[src/rtl/aes_job_scheduler_pkg.sv]
// Shared types for the AES job scheduler: FSM encoding, command word width
// and the requester-index width helper.
package aes_job_scheduler_pkg;

   localparam int WORD_S = 32;

   typedef enum logic [1:0] {
      AES_SCHED_IDLE  = 2'd0,
      AES_SCHED_START = 2'd1,
      AES_SCHED_WAIT  = 2'd2,
      AES_SCHED_DONE  = 2'd3
   } sched_state_e;

   function automatic int sel_width(input int n);
      return (n > 1) ? $clog2(n) : 1;
   endfunction

endpackage

[src/rtl/aes_rr_arbiter.sv]
// Combinational round-robin search: first set request at or above the
// pointer, wrapping from NUM_REQ-1 back to 0.
module aes_rr_arbiter
   import aes_job_scheduler_pkg::*;
#(
   parameter int NUM_REQ = 2,
   parameter int SEL_W   = sel_width(NUM_REQ)
) (
   input  logic [NUM_REQ-1:0] req_valid_i,
   input  logic [SEL_W-1:0]   rr_ptr_i,
   output logic [SEL_W-1:0]   winner_o,
   output logic               any_valid_o
);

   int   idx;
   logic found;

   always_comb begin
      winner_o = '0;
      found    = 1'b0;
      idx      = 0;
      for (int i = 0; i < NUM_REQ; i++) begin
         idx = (32'(rr_ptr_i) + i) % NUM_REQ;
         if (!found && req_valid_i[idx]) begin
            found    = 1'b1;
            winner_o = SEL_W'(idx);
         end
      end
   end

   assign any_valid_o = |req_valid_i;

endmodule

[src/rtl/aes_job_scheduler.sv]
// Shares one aes_controller between NUM_REQ requesters, one job at a time.
// Optional WAIT watchdog is built when AES_SCHED_TIMEOUT_EN is defined.
module aes_job_scheduler
   import aes_job_scheduler_pkg::*;
#(
   parameter int NUM_REQ        = 2,
   parameter int CMD_WIDTH      = WORD_S,
   parameter int BLK_CNT_WIDTH  = 9,
   parameter int TIMEOUT_CYCLES = 65535,
   parameter int SEL_W          = sel_width(NUM_REQ)
) (
   input  logic                             s00_axis_aclk,
   input  logic                             s00_axis_aresetn,
   input  logic [NUM_REQ-1:0]               req_valid,
   input  logic [NUM_REQ*CMD_WIDTH-1:0]     req_cmd,
   input  logic [NUM_REQ*BLK_CNT_WIDTH-1:0] req_blk_cnt,
   output logic [NUM_REQ-1:0]               req_ready,
   output logic [NUM_REQ-1:0]               req_done,
   output logic [NUM_REQ-1:0]               req_err,
   output logic                             ctrl_en,
   output logic [CMD_WIDTH-1:0]             ctrl_cmd,
   output logic [BLK_CNT_WIDTH-1:0]         ctrl_blk_cnt,
   output logic [SEL_W-1:0]                 ctrl_sel,
   input  logic                             ctrl_done,
   output logic                             ctrl_abort,
   output logic                             busy
);

   sched_state_e             state_q, state_d;
   logic [CMD_WIDTH-1:0]     cmd_q, cmd_d;
   logic [BLK_CNT_WIDTH-1:0] blk_q, blk_d;
   logic [SEL_W-1:0]         sel_q, sel_d;
   logic [SEL_W-1:0]         rr_q, rr_d;
   logic                     zero_q, zero_d;
   logic                     en_q, en_d;
   logic                     busy_q;
   logic [NUM_REQ-1:0]       ready_q, ready_d;
   logic [NUM_REQ-1:0]       done_q, done_d;

   logic [SEL_W-1:0]         win;
   logic                     any_vld;
   logic [SEL_W-1:0]         sel_nxt;
   logic [CMD_WIDTH-1:0]     win_cmd;
   logic [BLK_CNT_WIDTH-1:0] win_blk;

   aes_rr_arbiter #(
      .NUM_REQ (NUM_REQ),
      .SEL_W   (SEL_W)
   ) u_arb (
      .req_valid_i (req_valid),
      .rr_ptr_i    (rr_q),
      .winner_o    (win),
      .any_valid_o (any_vld)
   );

   assign win_cmd = req_cmd[32'(win)*CMD_WIDTH +: CMD_WIDTH];
   assign win_blk = req_blk_cnt[32'(win)*BLK_CNT_WIDTH +: BLK_CNT_WIDTH];
   assign sel_nxt = (sel_q == SEL_W'(NUM_REQ - 1)) ? '0 : sel_q + 1'b1;

`ifdef AES_SCHED_TIMEOUT_EN
   localparam int CNT_W = $clog2(TIMEOUT_CYCLES + 1);

   logic [CNT_W-1:0]   cnt_q, cnt_d;
   logic               abort_q, abort_d;
   logic [NUM_REQ-1:0] err_q, err_d;
   logic               to_hit;

   assign to_hit = (cnt_q == CNT_W'(TIMEOUT_CYCLES - 1));

   always_comb begin
      cnt_d = cnt_q;
      if (en_d) begin
         cnt_d = '0;
      end else if (state_q == AES_SCHED_WAIT) begin
         cnt_d = cnt_q + 1'b1;
      end
   end

   always_ff @(posedge s00_axis_aclk or negedge s00_axis_aresetn) begin
      if (!s00_axis_aresetn) begin
         cnt_q   <= '0;
         abort_q <= 1'b0;
         err_q   <= '0;
      end else begin
         cnt_q   <= cnt_d;
         abort_q <= abort_d;
         err_q   <= err_d;
      end
   end

   assign ctrl_abort = abort_q;
   assign req_err    = err_q;
`else
   logic unused_timeout;
   assign unused_timeout = (TIMEOUT_CYCLES > 0);
   assign ctrl_abort     = 1'b0;
   assign req_err        = '0;
`endif

   always_comb begin
      state_d = state_q;
      cmd_d   = cmd_q;
      blk_d   = blk_q;
      sel_d   = sel_q;
      rr_d    = rr_q;
      zero_d  = zero_q;
      ready_d = '0;
      done_d  = '0;
      en_d    = 1'b0;
`ifdef AES_SCHED_TIMEOUT_EN
      abort_d = 1'b0;
      err_d   = '0;
`endif
      unique case (state_q)
         AES_SCHED_IDLE: begin
            if (any_vld) begin
               cmd_d        = win_cmd;
               blk_d        = win_blk;
               sel_d        = win;
               zero_d       = (win_blk == '0);
               ready_d[win] = 1'b1;
               state_d      = (win_blk == '0) ? AES_SCHED_DONE
                                              : AES_SCHED_START;
            end
         end
         AES_SCHED_START: begin
            en_d    = 1'b1;
            state_d = AES_SCHED_WAIT;
         end
         AES_SCHED_WAIT: begin
            if (ctrl_done) begin
               done_d[sel_q] = 1'b1;
               state_d       = AES_SCHED_DONE;
            end
`ifdef AES_SCHED_TIMEOUT_EN
            else if (to_hit) begin
               abort_d      = 1'b1;
               err_d[sel_q] = 1'b1;
               rr_d         = sel_nxt;
               state_d      = AES_SCHED_IDLE;
            end
`endif
         end
         AES_SCHED_DONE: begin
            // Zero-length jobs skip WAIT, so their completion fires here.
            if (zero_q) begin
               done_d[sel_q] = 1'b1;
            end
            rr_d    = sel_nxt;
            state_d = AES_SCHED_IDLE;
         end
         default: state_d = AES_SCHED_IDLE;
      endcase
   end

   always_ff @(posedge s00_axis_aclk or negedge s00_axis_aresetn) begin
      if (!s00_axis_aresetn) begin
         state_q <= AES_SCHED_IDLE;
         cmd_q   <= '0;
         blk_q   <= '0;
         sel_q   <= '0;
         rr_q    <= '0;
         zero_q  <= 1'b0;
         ready_q <= '0;
         done_q  <= '0;
         en_q    <= 1'b0;
         busy_q  <= 1'b0;
      end else begin
         state_q <= state_d;
         cmd_q   <= cmd_d;
         blk_q   <= blk_d;
         sel_q   <= sel_d;
         rr_q    <= rr_d;
         zero_q  <= zero_d;
         ready_q <= ready_d;
         done_q  <= done_d;
         en_q    <= en_d;
         busy_q  <= (state_d != AES_SCHED_IDLE);
      end
   end

   assign req_ready    = ready_q;
   assign req_done     = done_q;
   assign ctrl_en      = en_q;
   assign ctrl_cmd     = cmd_q;
   assign ctrl_blk_cnt = blk_q;
   assign ctrl_sel     = sel_q;
   assign busy         = busy_q;

endmodule
[config.mk]
export PLATFORM = sky130hd
export DESIGN_NAME = aes_job_scheduler
export DESIGN_NICKNAME = d
export VERILOG_FILES = /design/src/rtl/aes_job_scheduler_pkg.sv /design/src/rtl/aes_rr_arbiter.sv /design/src/rtl/aes_job_scheduler.sv
export SDC_FILE = /design/constraint.sdc
export NUM_CORES = 1
export LEC_CHECK = 0
export ABC_AREA = 0
export BUFFER_PORTS_ARGS = -buffer_cell sky130_fd_sc_hd__clkbuf_2
export CAP_MARGIN = 25
export CORE_MARGIN = 3
export CORE_UTILIZATION = 44
export CTS_CLUSTER_SIZE = 8
export DETAILED_ROUTE_END_ITERATION = 6
export GPL_ROUTABILITY_DRIVEN = 0
export GPL_TIMING_DRIVEN = 0
export HOLD_SLACK_MARGIN = 0.05
export MAX_ROUTING_LAYER = met4
export PLACE_DENSITY = 0.84
export SYNTH_ARGS = -nofsm -noshare
export SYNTH_HDL_FRONTEND = slang
export SYNTH_SLANG_ARGS = --single-unit
export TNS_END_PERCENT = 1
[constraint.sdc]
create_clock -name s00_axis_aclk -period 1.9 [get_ports s00_axis_aclk]
set_input_delay 0.475 -clock s00_axis_aclk [delete_from_list [all_inputs] [get_ports s00_axis_aclk]]
set_output_delay 0.475 -clock s00_axis_aclk [all_outputs]
set_load 0.1 [all_outputs]
==> results.rst, run 1 <==
.. list-table::
   :header-rows: 1

   * - Metric
     - Value
   * - Starting utilization of the core area
     - 0.467
   * - Maximum number of pins on one net before global-route repair
     - 31
   * - Max_cap viols
     - 0
   * - TritonRoute pass-1 iters
     - 4
   * - Ant. Diodes
     - 0
   * - Height of the die
     - 80.8 um
   * - Longest Clk Path Bufs
     - 2
   * - Status
     - finished, final reports clean
   * - Most used cell, CP
     - sky130_fd_sc_hd__nand2_1
   * - H-tree Lvls
     - 2
   * - Transition time of the tightest slew-check pin
     - 636 ps
   * - Overflow left after global routing
     - 0
   * - Fraction of layout cells with a size suffix above 1
     - 0.460
   * - Number of global-route vias before repair
     - 2169
   * - Portion of the post-synthesis area used by sequential elements
     - 0.528
   * - TritonCTS Buffers
     - 5
   * - Arrival time of data at the critical path endpoint
     - 1960 ps
   * - Synthesized area divided by synthesized cell count
     - 10.6 um2
   * - Post-layout min period
     - 1720 ps
   * - Critical path required time
     - 2140 ps
   * - Clock sink total
     - 52
   * - Routed wire length
     - 6000 um
   * - Core footprint
     - 0.00527 mm2
   * - RSZ-0062 raised after global routing
     - no
   * - Total of endpoints with negative setup slack in the final report
     - 0
   * - Width of the die
     - 80.8 um
   * - Synthesis-stage register bit count
     - 52
   * - Clock latency on the worst-skew pair
     - 290 ps
   * - Synthesized netlist cell count
     - 232
   * - CP max stage delay
     - 420 ps
   * - Max Freq
     - 582 MHz
   * - Total number of yosys warnings
     - 0
   * - Crit end category
     - flip-flop
   * - Area growth syn-to-layout
     - 36.8%
   * - HPWL reported at the end of detailed placement
     - 4850 um
   * - Cells traversed along the worst timing path
     - inv_1 > ha_1 > buf_2 > o21ai_2 > buf_6 > clkbuf_1 > nand2_1 > nand2_1
   * - Synth top area share
     - 0.528
   * - Cell taking the most area after synthesis
     - sky130_fd_sc_hd__dfrtp_1
   * - Initial DRC Count
     - 35
   * - Headroom to the max-slew limit
     - 0.576
   * - Initial antenna violation count
     - 0
   * - Post-Place Cells
     - 438
   * - Number of buffers inserted by hold repair at cts
     - 0
   * - Total number of placement rows
     - 26
   * - Root buffer cell
     - sky130_fd_sc_hd__clkbuf_8
   * - Clock-pin slew reported for the worst setup and hold paths after clock tree synthesis
     - 90 ps
   * - Overall track demand over capacity in global routing
     - 0.195
   * - Most used flip-flop cell after synthesis
     - sky130_fd_sc_hd__dfrtp_1
   * - Via count
     - 2213
   * - Number of synthesized flops with an enable pin
     - 0
   * - Synth cell count leaders
     - sky130_fd_sc_hd__nand2_1, sky130_fd_sc_hd__dfrtp_1, sky130_fd_sc_hd__mux2i_1, sky130_fd_sc_hd__o21ai_0, sky130_fd_sc_hd__a22oi_1
   * - Antenna Violating Nets Remaining
     - 0
   * - Hold Crit Class
     - input pin to async pin
   * - Accumulated negative setup slack
     - 0 ps
   * - Worst setup path class
     - flip-flop to flip-flop
   * - Io pins
     - 138
   * - Maximum clock skew at final layout
     - 6.84 ps
   * - Die footprint
     - 0.00653 mm2
   * - Final hold vios
     - 0
   * - Area of all placed cells without fillers
     - 0.00337 mm2
   * - Crit-path leading delay family
     - buffers and inverters
   * - Number of buffers inserted by port buffering
     - 133
   * - Most common cell in the synthesized netlist
     - sky130_fd_sc_hd__nand2_1
   * - Final worst-path cycle share
     - 0.904
   * - Startpoint types
     - flip-flop
   * - Wire length per cell after detailed routing
     - 13.4 um
   * - Fin nets
     - 466
   * - Residual DRC
     - 0
   * - Post-synth cell types
     - 30
   * - Cell area after placement
     - 0.00324 mm2
   * - Post-CTS setup buffer count
     - 0
   * - Critical path buffer and inverter count
     - 4
   * - Mapped Area
     - 0.00246 mm2
   * - Final count of pins violating max slew
     - 0
   * - CP max stage cell
     - sky130_fd_sc_hd__dfrtp_1
   * - First-pass GRT wire length
     - 9670 um
   * - Cell types occupying the most area after synthesis
     - sky130_fd_sc_hd__dfrtp_1, sky130_fd_sc_hd__nand2_1, sky130_fd_sc_hd__mux2i_1, sky130_fd_sc_hd__a22oi_2, sky130_fd_sc_hd__a22oi_1
   * - Count of placed standard cells in the final layout, fillers left out
     - 446
   * - CTS tree
     - yes
   * - Post-CTS Resized
     - 0
   * - Via density per instance
     - 4.96
   * - Largest fanout of any net on the critical path
     - 10
   * - Proportion of register bits with asynchronous set or reset after synthesis
     - 1.00
[cell type report]
cell class / instances / area, um2
buffer: 18 / 143
clock buffer: 7 / 96.3
clock inverter: 1 / 30.0
fill: 481 / 1900
inverter: 3 / 11.3
multi-input combinational: 161 / 1010
sequential: 52 / 1300
tap: 70 / 87.6
timing repair buffer: 134 / 686
[cells in the final DEF, fill, tap and decap left out, types with 3 or more instances in the layout]
master	count
sky130_fd_sc_hd__ha_1	4
sky130_fd_sc_hd__nor4_1	4
sky130_fd_sc_hd__nor2b_1	4
sky130_fd_sc_hd__conb_1	3
sky130_fd_sc_hd__clkbuf_2	133
sky130_fd_sc_hd__nand2_1	64
sky130_fd_sc_hd__buf_2	6
sky130_fd_sc_hd__dfrtp_1	52
sky130_fd_sc_hd__inv_1	3
sky130_fd_sc_hd__nor2_1	3
sky130_fd_sc_hd__clkbuf_8	7
sky130_fd_sc_hd__buf_4	4
sky130_fd_sc_hd__o21ai_1	10
sky130_fd_sc_hd__a22oi_2	9
sky130_fd_sc_hd__a22oi_1	11
sky130_fd_sc_hd__o21ai_0	15
sky130_fd_sc_hd__buf_6	4
sky130_fd_sc_hd__mux2i_1	21
[worst paths after layout]
check | startpoint | endpoint | slack, ps | cells after the start
setup / recovery | state_q[0] | ctrl_cmd[23] | 180 | 8
hold / removal | s00_axis_aresetn | ctrl_cmd[20] | 180 | 1
setup reg to reg | state_q[0] | ctrl_cmd[23] | 180 | 8
hold reg to reg | ctrl_cmd[12] | ctrl_cmd[12] | 470 | 2
max in group asynchronous | s00_axis_aresetn | ctrl_blk_cnt[7] | 1140 | 2
min in group s00_axis_aclk | req_cmd[56] | ctrl_cmd[24] | 390 | 3
[flip-flops by register name (all words and copies together), names as in the netlist]
name	flops
ctrl_blk_cnt	9
state_q	2
zero_q	1
ctrl_en	1
req_done	2
req_ready	2
busy	1
rr_q	1
ctrl_sel	1
ctrl_cmd	32
[cell families (layout without fill, tap and decap cells)]
family	after synthesis	count (layout)	synth area share
other cells	1	3	0.00152
simple gates	78	78	0.137
flops	52	52	0.528
buf+inv	21	163	0.0625
compound gates	54	54	0.160
fa+ha+maj	4	4	0.0203
mux	22	22	0.0899
[per-stage QoR]
step | hold slack (ps) | util | setup slack, ps
after floorplan | 179 | - | 391
after global placement | 449 | 0.612 | 230
after detailed placement | 457 | 0.615 | 159
after CTS | 202 | 0.639 | 154
after global routing | 216 | 0.639 | 0.0928
final | 179 | 0.639 | 182
[layer usage]
| metal | routed length, um | part of all wire | vias to the layer above | GRT usage |
|---|---|---|---|---|
| li1 | - | - | 1075 | - |
| met1 | 2590 | 0.43 | 1029 | 0.237 |
| met2 | 2870 | 0.48 | 103 | 0.335 |
| met5 | 0 | 0 | - | - |
| met3 | 486 | 0.081 | 6 | 0.0388 |
| met4 | 51 | 0.0085 | 0 | 0.0456 |
Power of run 1 is not shown: default switching activity piles up to over one toggle a cycle in this logic, so the estimate is an artifact.
==> run 2, diff against run 1 <==
- ABC_AREA: 0 -> 1
- CAP_MARGIN: 25 -> 15
- CTS_BUF_LIST: not set -> sky130_fd_sc_hd__clkbuf_16
==> run 2 against run 1 <==
Against the previous run:
- critical path depth is the same
- cell area is 0.48% lower
- first-iteration DRC count grew to 2.6 times the previous value
- synthesized cell count rose by 28%
- core utilization increased by 0.087 points
- global-route usage up 1.5 points
- sequential cell count stayed put
- die area shrank 1.1%
- highest routed layer unchanged
==> results.rst, run 2 <==
.. list-table::
   :header-rows: 1

   * - Metric
     - Value
   * - HPWL reported at the end of detailed placement
     - 5190 um (+6.9%)
   * - CTS tree
     - yes
   * - Io pins
     - 138 (unchanged)
   * - Cell taking the most area after synthesis
     - sky130_fd_sc_hd__dfrtp_1
   * - Clock sink total
     - 52 (unchanged)
   * - Total of endpoints with negative setup slack in the final report
     - 0 (unchanged)
   * - Number of synthesized flops with an enable pin
     - 0 (unchanged)
   * - Flip-flop count of the largest register, all copies and words added
     - 32 (unchanged)
   * - Starting utilization of the core area
     - 0.464 (-0.00283)
   * - Width of the die
     - 80.4 um (-0.57%)
   * - FF-to-FF End
     - busy
   * - Filler cells
     - 485 (+0.83%)
   * - Maximum number of pins on one net before global-route repair
     - 28 (-9.7%)
   * - Headroom to the max-slew limit
     - 0.552 (-0.0247)
   * - Antenna Violating Nets Remaining
     - 0 (unchanged)
   * - Area growth syn-to-layout
     - 37.9%
   * - Initial DRC Count
     - 91 (+160%)
   * - Longest Clk Path Bufs
     - 2 (unchanged)
   * - Hold Crit Class
     - input pin to async pin
   * - Clock-pin slew reported for the worst setup and hold paths after clock tree synthesis
     - 60 ps (-30 ps)
   * - TritonCTS Buffers
     - 5 (unchanged)
   * - Overflow left after global routing
     - 0 (unchanged)
   * - Total number of placement rows
     - 26 (unchanged)
   * - Crit end category
     - flip-flop
   * - CP max stage delay
     - 400 ps (-20 ps)
   * - Die footprint
     - 0.00646 mm2 (-1.1%)
   * - Synthesis-stage register bit count
     - 52 (unchanged)
   * - Most common cell after layout, fill and taps aside
     - sky130_fd_sc_hd__clkbuf_2
   * - Flop2flop setup slack
     - 160 ps (-20 ps)
   * - Most used cell, CP
     - sky130_fd_sc_hd__inv_1
   * - Clock latency on the worst-skew pair
     - 280 ps (about the same)
   * - Most common cell in the synthesized netlist
     - sky130_fd_sc_hd__nand2_1
   * - Number of buffers inserted by hold repair at cts
     - 0 (unchanged)
   * - Cells traversed along the worst timing path
     - inv_1 > ha_1 > inv_1 > nor2_4 > inv_2 > buf_2 > o211ai_1 > nand3_1
   * - Max_cap viols
     - 0 (unchanged)
   * - Maximum clock skew at final layout
     - 5.15 ps (-1.69 ps)
   * - Via count
     - 2407 (+8.8%)
   * - Post-layout min period
     - 1740 ps (+23.6 ps)
   * - RSZ-0062 raised after global routing
     - no
   * - Fraction of layout cells with a size suffix above 1
     - 0.373 (-0.0874)
   * - Wire length per cell after detailed routing
     - 12.9 um (-3.9%)
   * - Status
     - finished, final reports clean
   * - Most used flip-flop cell after synthesis
     - sky130_fd_sc_hd__dfrtp_1
   * - TritonRoute pass-1 iters
     - 4 (unchanged)
   * - Post-synth cell types
     - 23 (-23%)
   * - Overall track demand over capacity in global routing
     - 0.210 (+0.0146)
   * - Synthesized netlist cell count
     - 296 (+28%)
   * - Portion of the post-synthesis area used by sequential elements
     - 0.535 (+0.00652)
   * - Synthesized area divided by synthesized cell count
     - 8.22 um2 (-23%)
   * - Post-CTS Resized
     - 0 (unchanged)
   * - Synth top area share
     - 0.535 (+0.00652)
   * - Number of global-route vias before repair
     - 2175 (+0.28%)
   * - Final worst-path cycle share
     - 0.916 (+0.0124)
   * - Largest fanout of any net on the critical path
     - 10 (unchanged)
   * - Ant. Diodes
     - 0 (unchanged)
   * - Commonest cells after routing, fill and taps aside
     - sky130_fd_sc_hd__clkbuf_2, sky130_fd_sc_hd__nand2_1, sky130_fd_sc_hd__dfrtp_1, sky130_fd_sc_hd__a21oi_1, sky130_fd_sc_hd__nand3_1
   * - Fin nets
     - 530 (+14%)
   * - Mapped Area
     - 0.00243 mm2 (-1.2%)
   * - Critical path required time
     - 2050 ps (-90 ps)
   * - Worst setup path class
     - flip-flop to flip-flop
   * - Initial antenna violation count
     - 0 (unchanged)
   * - H-tree Lvls
     - 2 (unchanged)
   * - Via density per instance
     - 4.72 (-4.9%)
   * - Final hold vios
     - 0 (unchanged)
   * - Path depth of the worst reg2reg path
     - 8 (unchanged)
   * - Post-CTS setup buffer count
     - 0 (unchanged)
   * - Accumulated negative setup slack
     - 0 ps (unchanged)
   * - Cell types occupying the most area after synthesis
     - sky130_fd_sc_hd__dfrtp_1, sky130_fd_sc_hd__nand2_1, sky130_fd_sc_hd__a21oi_1, sky130_fd_sc_hd__nand3_1, sky130_fd_sc_hd__inv_1
   * - Arrival time of data at the critical path endpoint
     - 1900 ps (-60 ps)
   * - Number of buffers inserted by port buffering
     - 133 (unchanged)
   * - Core footprint
     - 0.00524 mm2 (-0.62%)
   * - CP max stage cell
     - sky130_fd_sc_hd__dfrtp_1
   * - Height of the die
     - 80.4 um (-0.57%)
   * - Startpoint types
     - flip-flop
   * - Routed wire length
     - 6590 um (+9.9%)
   * - Synth cell count leaders
     - sky130_fd_sc_hd__nand2_1, sky130_fd_sc_hd__dfrtp_1, sky130_fd_sc_hd__a21oi_1, sky130_fd_sc_hd__nand3_1, sky130_fd_sc_hd__inv_1
   * - First-pass GRT wire length
     - 10200 um (+5.6%)
   * - Transition time of the tightest slew-check pin
     - 673 ps (+37.0 ps)
   * - Source of the worst register-to-register timing path
     - state_q[0]
   * - Max Freq
     - 574 MHz (-1.4%)
   * - Total number of yosys warnings
     - 0 (unchanged)
   * - Proportion of register bits with asynchronous set or reset after synthesis
     - 1.00 (unchanged)
   * - Final count of pins violating max slew
     - 0 (unchanged)
   * - Root buffer cell
     - sky130_fd_sc_hd__clkbuf_16
   * - Residual DRC
     - 0 (unchanged)
[run 2: cell types whose count changed after synthesis, sizes merged, moves of 2 or more]
cell    delta
a22oi     -20
nor2b      -4
nand2     +41
a21oi     +24
a31oi      +2
o21ai     -17
clkbuf     -2
nand3b     +4
nand3     +25
mux2i     -21
nor2      +18
nor4       -4
inv       +20
[run 2: worst max-delay path by stage]
stage,start,end,slack [ps],cells after the start
after global placement,state_q[0],busy,210,8
after global routing,state_q[0],busy,20,8
after detailed placement,state_q[0],busy,170,8
after CTS,state_q[0],busy,150,8
after floorplan,state_q[0],busy,440,8
final,state_q[0],busy,160,8
[run 2: cell families (layout without fill, tap and decap cells)]
family,count (synthesis),count (layout),synth area share
flip-flops,52,52,0.535
buffers and inverters,40,182,0.0792
other,1,3,0.00154
adder cells (fa/ha/maj),4,4,0.0206
AO/OA/AOI/OAI,43,43,0.0936
AND/OR/NAND/NOR,156,156,0.270
[run 2: worst max-delay path, delay by kind of cell (launching register included)]
family | cells | cell delay [ps]
flops | 1 | 400
simple gates | 2 | 300
buf+inv | 4 | 550
compound gates | 1 | 130
fa+ha+maj | 1 | 230
[run 2: through the flow]
stage	worst slack [ps]	std cells	hold slack, ps	instance area [um2]	utilization
detailed placement	173	502	481	3210	0.613
floorplan	438	298	179	2440	-
global placement	211	501	471	3190	0.610
global route	16.6	510	268	3350	0.640
CTS	151	510	238	3350	0.640
finish	159	510	217	3350	0.640
[run 2: area by class of cell]
type	instances	area [um2]	share of cell area
clock buffers	5	125	0.0373
plain buffers	17	106	0.0317
multi-input cells	206	946	0.282
flip-flops and latches	52	1300	0.388
repair buffers	134	686	0.204
clock inverters	3	15.0	0.00448
inverters	23	86.3	0.0257
well taps	70	87.6	0.0261
[run 2: metal layers]
| metal | up-vias | global-route usage | routed length (um) |
|---|---|---|---|
| li1 | 1219 | - | - |
| met4 | 0 | 0.0355 | 14 |
| met2 | 107 | 0.360 | 3160 |
| met5 | - | - | 0 |
| met1 | 1079 | 0.264 | 2950 |
| met3 | 2 | 0.0370 | 462 |
Power of run 2 is left out for the same reason.
